**config.mk**
```make
export PLATFORM = sky130hd
export DESIGN_NAME = updown_limit_counter_flat
export DESIGN_NICKNAME = d
export VERILOG_FILES = /design/src/rtl/updown_limit_counter_if.sv /design/src/rtl/updown_limit_counter.sv /design/src/flat_wrapper.sv
export SDC_FILE = /design/constraint.sdc
export NUM_CORES = 1
export LEC_CHECK = 0
export ABC_CLOCK_PERIOD_IN_PS = 4620
export BUFFER_PORTS_ARGS = -buffer_cell sky130_fd_sc_hd__buf_4
export CAP_MARGIN = 20
export CORE_MARGIN = 5
export CORE_UTILIZATION = 51
export DETAILED_ROUTE_END_ITERATION = 8
export PLACE_DENSITY = 0.7
export RECOVER_POWER = 50
export REMOVE_ABC_BUFFERS = 1
export SLEW_MARGIN = 20
export SYNTH_ARGS = -nofsm -noshare
export SYNTH_HDL_FRONTEND = slang
export SYNTH_SLANG_ARGS = --single-unit
export TNS_END_PERCENT = 50
```
**constraint.sdc**
```tcl
create_clock -name clk -period 4.62 [get_ports clk]
set_input_delay 0.462 -clock clk [delete_from_list [all_inputs] [get_ports clk]]
set_output_delay 0.462 -clock clk [all_outputs]
set_load 0.005 [all_outputs]
```
**src/rtl/updown_limit_counter_if.sv**
```systemverilog
// Bundle of control, limit and status signals for updown_limit_counter.
// The master drives the controls and limits, and the slave returns the count and flags.
interface updown_limit_counter_if #(
    parameter int WIDTH = 4
);
    logic             en;
    logic             up_down;
    logic             wrap;
    logic [WIDTH-1:0] step;
    logic             load;
    logic [WIDTH-1:0] load_val;
    logic [WIDTH-1:0] lo;
    logic [WIDTH-1:0] hi;
    logic [WIDTH-1:0] count;
    logic             at_min;
    logic             at_max;
    logic             sat;
    logic             wrapped;
    logic             cfg_err;

    modport master (
        output en, up_down, wrap, step, load, load_val, lo, hi,
        input  count, at_min, at_max, sat, wrapped, cfg_err
    );

    modport slave (
        input  en, up_down, wrap, step, load, load_val, lo, hi,
        output count, at_min, at_max, sat, wrapped, cfg_err
    );
endinterface

```
**src/rtl/updown_limit_counter.sv**
```systemverilog
// Bounded up/down counter with programmable lo/hi, variable step,
// saturate or restart-wrap at the limits, load with clamping, and status flags.
module updown_limit_counter #(
    parameter int WIDTH = 4
) (
    input  logic                  clk,
    input  logic                  reset,
    updown_limit_counter_if.slave bus
);
    logic [WIDTH-1:0] count_q, count_d;
    logic             sat_q, sat_d;
    logic             wrapped_q, wrapped_d;

    // One extra bit keeps the carry of the sum and the borrow of the difference.
    logic [WIDTH:0]   sum;
    logic [WIDTH:0]   diff;
    logic             cfg_err;
    logic             below_lo;
    logic             above_hi;
    logic             up_over;
    logic             dn_under;

    assign cfg_err  = bus.lo > bus.hi;
    assign below_lo = count_q < bus.lo;
    assign above_hi = count_q > bus.hi;
    assign sum      = {1'b0, count_q} + {1'b0, bus.step};
    assign diff     = {1'b0, count_q} - {1'b0, bus.step};
    assign up_over  = sum > {1'b0, bus.hi};
    assign dn_under = diff[WIDTH] || (diff[WIDTH-1:0] < bus.lo);

    // Next count and flags. The order of the branches sets the priority:
    // cfg_err, then load, then step. Reset is applied in the register.
    always_comb begin
        count_d   = count_q;
        sat_d     = 1'b0;
        wrapped_d = 1'b0;
        if (cfg_err) begin
            count_d = count_q;
        end else if (bus.load) begin
            if (bus.load_val < bus.lo) begin
                count_d = bus.lo;
                sat_d   = 1'b1;
            end else if (bus.load_val > bus.hi) begin
                count_d = bus.hi;
                sat_d   = 1'b1;
            end else begin
                count_d = bus.load_val;
            end
        end else if (bus.en) begin
            if (below_lo) begin
                count_d = bus.lo;
                sat_d   = 1'b1;
            end else if (above_hi) begin
                count_d = bus.hi;
                sat_d   = 1'b1;
            end else if (bus.step == '0) begin
                count_d = count_q;
            end else if (bus.up_down) begin
                if (!up_over) begin
                    count_d = sum[WIDTH-1:0];
                end else if (bus.wrap) begin
                    count_d   = bus.lo;
                    wrapped_d = 1'b1;
                end else begin
                    count_d = bus.hi;
                    sat_d   = 1'b1;
                end
            end else begin
                if (!dn_under) begin
                    count_d = diff[WIDTH-1:0];
                end else if (bus.wrap) begin
                    count_d   = bus.hi;
                    wrapped_d = 1'b1;
                end else begin
                    count_d = bus.lo;
                    sat_d   = 1'b1;
                end
            end
        end
    end

    // State register with synchronous reset.
    always_ff @(posedge clk) begin
        if (reset) begin
            count_q   <= '0;
            sat_q     <= 1'b0;
            wrapped_q <= 1'b0;
        end else begin
            count_q   <= count_d;
            sat_q     <= sat_d;
            wrapped_q <= wrapped_d;
        end
    end

    assign bus.count   = count_q;
    assign bus.sat     = sat_q;
    assign bus.wrapped = wrapped_q;
    assign bus.at_min  = count_q == bus.lo;
    assign bus.at_max  = count_q == bus.hi;
    assign bus.cfg_err = cfg_err;
endmodule

```
**src/flat_wrapper.sv**
```systemverilog
// flat-port wrapper written by rule: the top's interface ports become plain ports
module updown_limit_counter_flat 
#(
    parameter int WIDTH = 4
)
  (clk, reset, bus_en, bus_up_down, bus_wrap, bus_step, bus_load, bus_load_val, bus_lo, bus_hi, bus_count, bus_at_min, bus_at_max, bus_sat, bus_wrapped, bus_cfg_err);
  updown_limit_counter_if #(.WIDTH(WIDTH)) bus_i ();
  input  logic clk;
  input  logic reset;
  input wire logic [$bits(bus_i.en)-1:0] bus_en;
  input wire logic [$bits(bus_i.up_down)-1:0] bus_up_down;
  input wire logic [$bits(bus_i.wrap)-1:0] bus_wrap;
  input wire logic [$bits(bus_i.step)-1:0] bus_step;
  input wire logic [$bits(bus_i.load)-1:0] bus_load;
  input wire logic [$bits(bus_i.load_val)-1:0] bus_load_val;
  input wire logic [$bits(bus_i.lo)-1:0] bus_lo;
  input wire logic [$bits(bus_i.hi)-1:0] bus_hi;
  output wire logic [$bits(bus_i.count)-1:0] bus_count;
  output wire logic [$bits(bus_i.at_min)-1:0] bus_at_min;
  output wire logic [$bits(bus_i.at_max)-1:0] bus_at_max;
  output wire logic [$bits(bus_i.sat)-1:0] bus_sat;
  output wire logic [$bits(bus_i.wrapped)-1:0] bus_wrapped;
  output wire logic [$bits(bus_i.cfg_err)-1:0] bus_cfg_err;
  assign bus_i.en = bus_en;
  assign bus_i.up_down = bus_up_down;
  assign bus_i.wrap = bus_wrap;
  assign bus_i.step = bus_step;
  assign bus_i.load = bus_load;
  assign bus_i.load_val = bus_load_val;
  assign bus_i.lo = bus_lo;
  assign bus_i.hi = bus_hi;
  assign bus_count = bus_i.count;
  assign bus_at_min = bus_i.at_min;
  assign bus_at_max = bus_i.at_max;
  assign bus_sat = bus_i.sat;
  assign bus_wrapped = bus_i.wrapped;
  assign bus_cfg_err = bus_i.cfg_err;
  updown_limit_counter #(.WIDTH(WIDTH)) u_core (.clk(clk), .reset(reset), .bus(bus_i));
endmodule
```
Word level (Yosys, flattened, before mapping)

Index checks and enable logic that the tools add are counted.

Register bits: 6
Bits of input ports: 22

$add $sub $neg: 2
Order comparisons: 7
Eq/ne operators: 3
Mux-type cells: 27
Bitwise gates (word level): 2
Reductions and logical operators: 6

Operator list:

| kind                 | number |
|---|---|
| $mux W4              | 12 |
| $mux W1              | 15 |
| $gt A4 B4 Y1         | 3 |
| $lt A4 B4 Y1         | 3 |
| $eq A4 B4 Y1         | 2 |
| $reduce_or A7 Y1     | 1 |
| $add A4 B4 Y5        | 1 |
| $gt A5 B4 Y1         | 1 |
| $sub A4 B4 Y5        | 1 |
| $logic_not A4 Y1     | 1 |
| $ne A4 B2 Y1 const B | 1 |
| $reduce_and A3 Y1    | 1 |
| $not A1 Y1           | 2 |
| $reduce_bool A2 Y1   | 1 |
| $reduce_or A2 Y1     | 1 |
| $logic_or A1 B1 Y1   | 1 |

Depth between registers and ports, before layout

Depth in word-level cells: 10
Mapped depth: 14
Mapped depth without buffers: 13

Worst setup path after synthesis

No wires, ideal clock.

Path type: input-to-reg
From: in bus_step[2]
To: reg u_core.count_q[2] (netlist: u_core.bus.count[2])
Arrival: 2.841 ns
Slack: 1.688 ns
Cell stages on the path: 13
Path buffers: 1
Path through: inv_1 ha_1 buf_6 a21oi_1 o21ai_0 xnor2_1 ha_1 o211a_1 a221oi_4 o211ai_1 a2111oi_2 nor4b_1 a311oi_1

Word-level cells in the longest chain between the ends: 10
Elaborated cells between the ends (all ways): 16
Classes of those cells: add/sub: 2; order compare: 2; eq/ne: 1; mux: 8; reduce/logical: 3

RTL lines:

| element              | line                       | RTL |
|---|---|---|
| from (decl)          | flat_wrapper.sv:13         | `input wire logic [$bits(bus_i.step)-1:0] bus_step;` |
| $sub A4 B4 Y5        | updown_limit_counter.sv:27 | `assign diff = {1'b0, count_q} - {1'b0, bus.step};` |
| $lt A4 B4 Y1         | updown_limit_counter.sv:29 | `assign dn_under = diff[WIDTH] \|\| (diff[WIDTH-1:0] < bus.lo);` |
| $logic_or A1 B1 Y1   | updown_limit_counter.sv:29 |  |
| $mux W4              | updown_limit_counter.sv:69 | `if (!dn_under) begin` |
| $mux W4              | updown_limit_counter.sv:58 | `end else if (bus.up_down) begin` |
| $mux W4              | updown_limit_counter.sv:56 | `end else if (bus.step == '0) begin` |
| $mux W4              | updown_limit_counter.sv:53 | `end else if (above_hi) begin` |
| $mux W4              | updown_limit_counter.sv:50 | `if (below_lo) begin` |
| $mux W4              | updown_limit_counter.sv:49 | `end else if (bus.en) begin` |
| $mux W4              | updown_limit_counter.sv:39 | `end else if (bus.load) begin` |
| to (signal assigned) | updown_limit_counter.sv:89 | `count_q <= count_d;` |
| to (decl)            | updown_limit_counter.sv:10 | `logic [WIDTH-1:0] count_q, count_d;` |

Parallel ways exist; a longest one is shown, timed or not. The select of a mux whose other input is x is not followed.
A chain may end at the register's enable or synchronous reset.

Final worst setup path

From: reg u_core.count_q[2] (netlist: u_core.bus.count[2])
To: reg u_core.count_q[2] (netlist: u_core.bus.count[2])

Word-level cells in the longest chain between the ends: 10
Elaborated cells between the ends (all ways): 17
Classes of those cells: add/sub: 2; order compare: 4; eq/ne: 1; mux: 8; reduce/logical: 2

RTL lines:

| element            | line |
|---|---|
| $sub A4 B4 Y5      | updown_limit_counter.sv:27 |
| $lt A4 B4 Y1       | updown_limit_counter.sv:29 |
| $logic_or A1 B1 Y1 | updown_limit_counter.sv:29 |
| $mux W4            | updown_limit_counter.sv:69 |
| $mux W4            | updown_limit_counter.sv:58 |
| $mux W4            | updown_limit_counter.sv:56 |
| $mux W4            | updown_limit_counter.sv:53 |
| $mux W4            | updown_limit_counter.sv:50 |
| $mux W4            | updown_limit_counter.sv:49 |
| $mux W4            | updown_limit_counter.sv:39 |

Parallel ways exist; a longest one is shown, timed or not. The select of a mux whose other input is x is not followed.

==> results.yml <==
floorplan:
  die_height_um: 67.2
  io_pins: 31
  floorplan.initialDensity_pct: 53.8
  placementRows: 20
  design.core.area_um2: 3100
  floorplan.die_area_um2: 4510
  die_w_um: 67.2
grt:
  global_route.peak_usage_layer: "met2"
  antenna_found_initial: 0
  grt_pass1_vias: 1817
  grt_use_met3_pct: 3.33
  grt_pass1_wl_mm: 8.76
  grt.overflow.total: 0
  grt_use_met2_pct: 44.2
  met1_usage_pct: 31.8
  pin_count_of_the_biggest_net_entering_global_routing: 13
  gr-usage-all-layers_pct: 25.7
layout:
  num-nets-final: 299
  fillers: 314
  design_area_um2: 1950
  insertedDiodeCount: 0
  layout-drive-gt1-share_pct: 18.0
  syn_to_final_growth_pct: 16.8
  postLayoutCoreUtil_pct: 62.8
pwr:
  switching_power_uw: 246
  clock_power_share_pct: 10.3
  power.total_uw: 486
  pwr-share-comb_pct: 74.9
  internal_power_uw: 240
  irDropWorstVdd_mv: 0.155
  power_per_cell_area_nw_per_um2: 249
  total_leakage_power_nw: 0.932
  power.share.switching_pct: 50.6
  share_seq_of_total_power_pct: 14.8
synth:
  synth_edf_count: 0
  post_synth_num_cell_types: 53
  post_synth_design_cell_area_um2: 1670
  primary_flip_flop_cell_chosen_by_synthesis_mapping: "dfxtp_1"
  yosys_warnings: 0
  number_of_synthesized_register_bits: 6
  synth_cells: 210
  post_synth.cell_area_avg_um2: 7.94
  yosysSeqAreaShare_pct: 7.20
  postSynth.asyncResetShare_pct: 0
clock_tree:
  numCtsBuffers: 3
  post_cts_hold_buffer_count: 0
  cts_resized: 0
  tritoncts_clock_tree: "built"
  clock_tree.root_cell: "clkbuf_4"
  cts.path.max_buffers: 2
  clk_pin_slew_ns: 0.05
  postCtsSetupRepairBufs: 0
  clk_latency_ns: 0.25
  clock_sink_count: 6
  cts-htree-levels: 1
timing:
  fin_tns_setup_ns: 0
  grt_setup_unrepaired: "no"
  relSlewSlack_pct: 55.1
  final_max_slew_viol_count: 0
  fin_worst_hold_slack_ns: 0.414
  timing.final.crit_share_pct: 71.9
  timing.final.crit_period_ns: 3.32
  peak_clock_frequency_supported_by_timing_ghz: 0.301
  timing.final.setup_violations: 0
  hold_violations: 0
  clock-skew-final_ns: 0.00724
  tightest_slew_ns: 0.667
routing:
  post-route-drc-count: 0
  viasPerCell: 6.47
  dr.pass1.iters: 5
  num_vias: 1830
  routed_wire_length_per_instance_um: 18.6
  drt.antenna.violating_nets: 0
  dr.first_iter.drc_count: 120
  wl_mm: 5.26
critical_path:
  critPathKind: "flop to flop"
  critical_path.cell_chain: "ha_1 > a21oi_1 > o21ai_0 > xnor2_1 > ha_1 > o211a_1 > a221oi_4 > o211ai_2 > a2111oi_2 > nor4b_1 > a311oi_1"
  cp.arrival_ns: 3.48
  crit_path_end_kind: "flop"
  timing.critical_path.slowest_stage_cell: "dfxtp_1"
  critPathRequiredTime_ns: 4.78
  worst_path_most_repeated_cell: "ha_1"
  crit_fanout: 7
  cpPeakStageDelay_ns: 0.49
  critPathBufInv: 0
  worst_path_dominant_cell_family: "compound AO/OA/AOI/OAI gates"
  reg2reg_slack_ns: 1.30
  timing.critical_path.from_type: "flop"
place:
  placed_area_um2: 1930
  place_congestion: 0.952
  post-dp-hpwl_mm: 4.41
  portBuffers: 30
outcome:
  outcome: "finished, final reports clean"
flow_run:
  max-cap-violations: 0
hold_path:
  min-delay-path-class: "input port to flop"
## per-stage QoR
| stage | std cells | worst slack (ns) |
|---|---|---|
| floorplan | 206 | 1.70 |
| global placement | 280 | 1.23 |
| detailed placement | 280 | 1.22 |
| CTS | 283 | 1.29 |
| global route | 283 | 1.09 |
| finish | 283 | 1.30 |
## layer usage
layer | part of all wire [%] | routed length [µm]
met1 | 42 | 2240
met2 | 48 | 2540
met3 | 6.9 | 361
met4 | 2.4 | 127
met5 | 0 | 0
## final timing paths
kind,start,end,cells after the start
max,u_core.bus.count[2],u_core.bus.count[2],11
min,reset,u_core.bus.count[2],2
max reg2reg,u_core.bus.count[2],u_core.bus.count[2],11
min reg2reg,u_core.bus.count[0],u_core.bus.count[0],2
## registers in the layout, summed over array words and instances (netlist names)
signal / count
u_core.bus.count: 4
u_core.bus.sat: 1
u_core.bus.wrapped: 1
## area by class of cell
class                   count  area, µm²  share of cell area (%)
multi-input cells         173       1420                    73.1
repair buffers             30        225                    11.6
flip-flops and latches      6        120                    6.17
inverters                  27        101                    5.20
well taps                  44       55.1                    2.83
clock buffers               3       22.5                    1.16
## Yosys cell counts, types with 4 or more instances
cell / n / area (µm²)
a211oi_1: 5 / 37.5
dfxtp_1: 6 / 120
ha_1: 34 / 425
o21ai_0: 10 / 50.1
and3_1: 4 / 25.0
nor2_1: 11 / 41.3
nor3_1: 7 / 35.0
o21bai_1: 5 / 37.5
o211ai_1: 6 / 45.0
a21oi_1: 11 / 55.1
nand2_1: 13 / 48.8
inv_1: 27 / 101
## kinds of logic after synthesis
logic type                 after synthesis  share of synthesized area [%]
AOI/OAI and AO/OA                       73                           35.5
and+or+nand+nor                         58                           18.7
adders and majority gates               36                           27.9
buffers and inverters                   31                           7.43
DFF                                      6                           7.20
xor gates and xnor gates                 4                           2.10
muxes                                    2                           1.20
## worst reg2reg max path, stage by stage (launching register included)
cell,delay (ns)
dfxtp_1,0.49
ha_1,0.37
a21oi_1,0.14
o21ai_0,0.12
xnor2_1,0.31
ha_1,0.34
o211a_1,0.16
a221oi_4,0.36
o211ai_2,0.17
a2111oi_2,0.40
nor4b_1,0.09
a311oi_1,0.27
## placed cells by master, fill, tap and decap left out, types with 4 or more instances in the layout
cell type	Yosys	routed
buf_4	0	23
a21oi_1	11	11
a211oi_1	5	5
and3_1	4	4
nor2_1	11	11
o211ai_1	6	6
dfxtp_1	6	6
nand2_1	13	13
clkbuf_4	0	10
o21ai_0	10	10
ha_1	34	34
nor3_1	7	7
o21bai_1	5	5
inv_1	27	27
## power by group through the flow
stage,Sequential (mW),Clock (mW),Combinational (mW)
after CTS,0.0726,0.0508,0.361
final,0.0719,0.0500,0.364
after global placement,0.0728,0,0.348
after global routing,0.0735,0.0549,0.405
after detailed placement,0.0737,0,0.359
after floorplan,0.0679,0,0.254
Note: power is estimated with default switching activity, not from simulation.
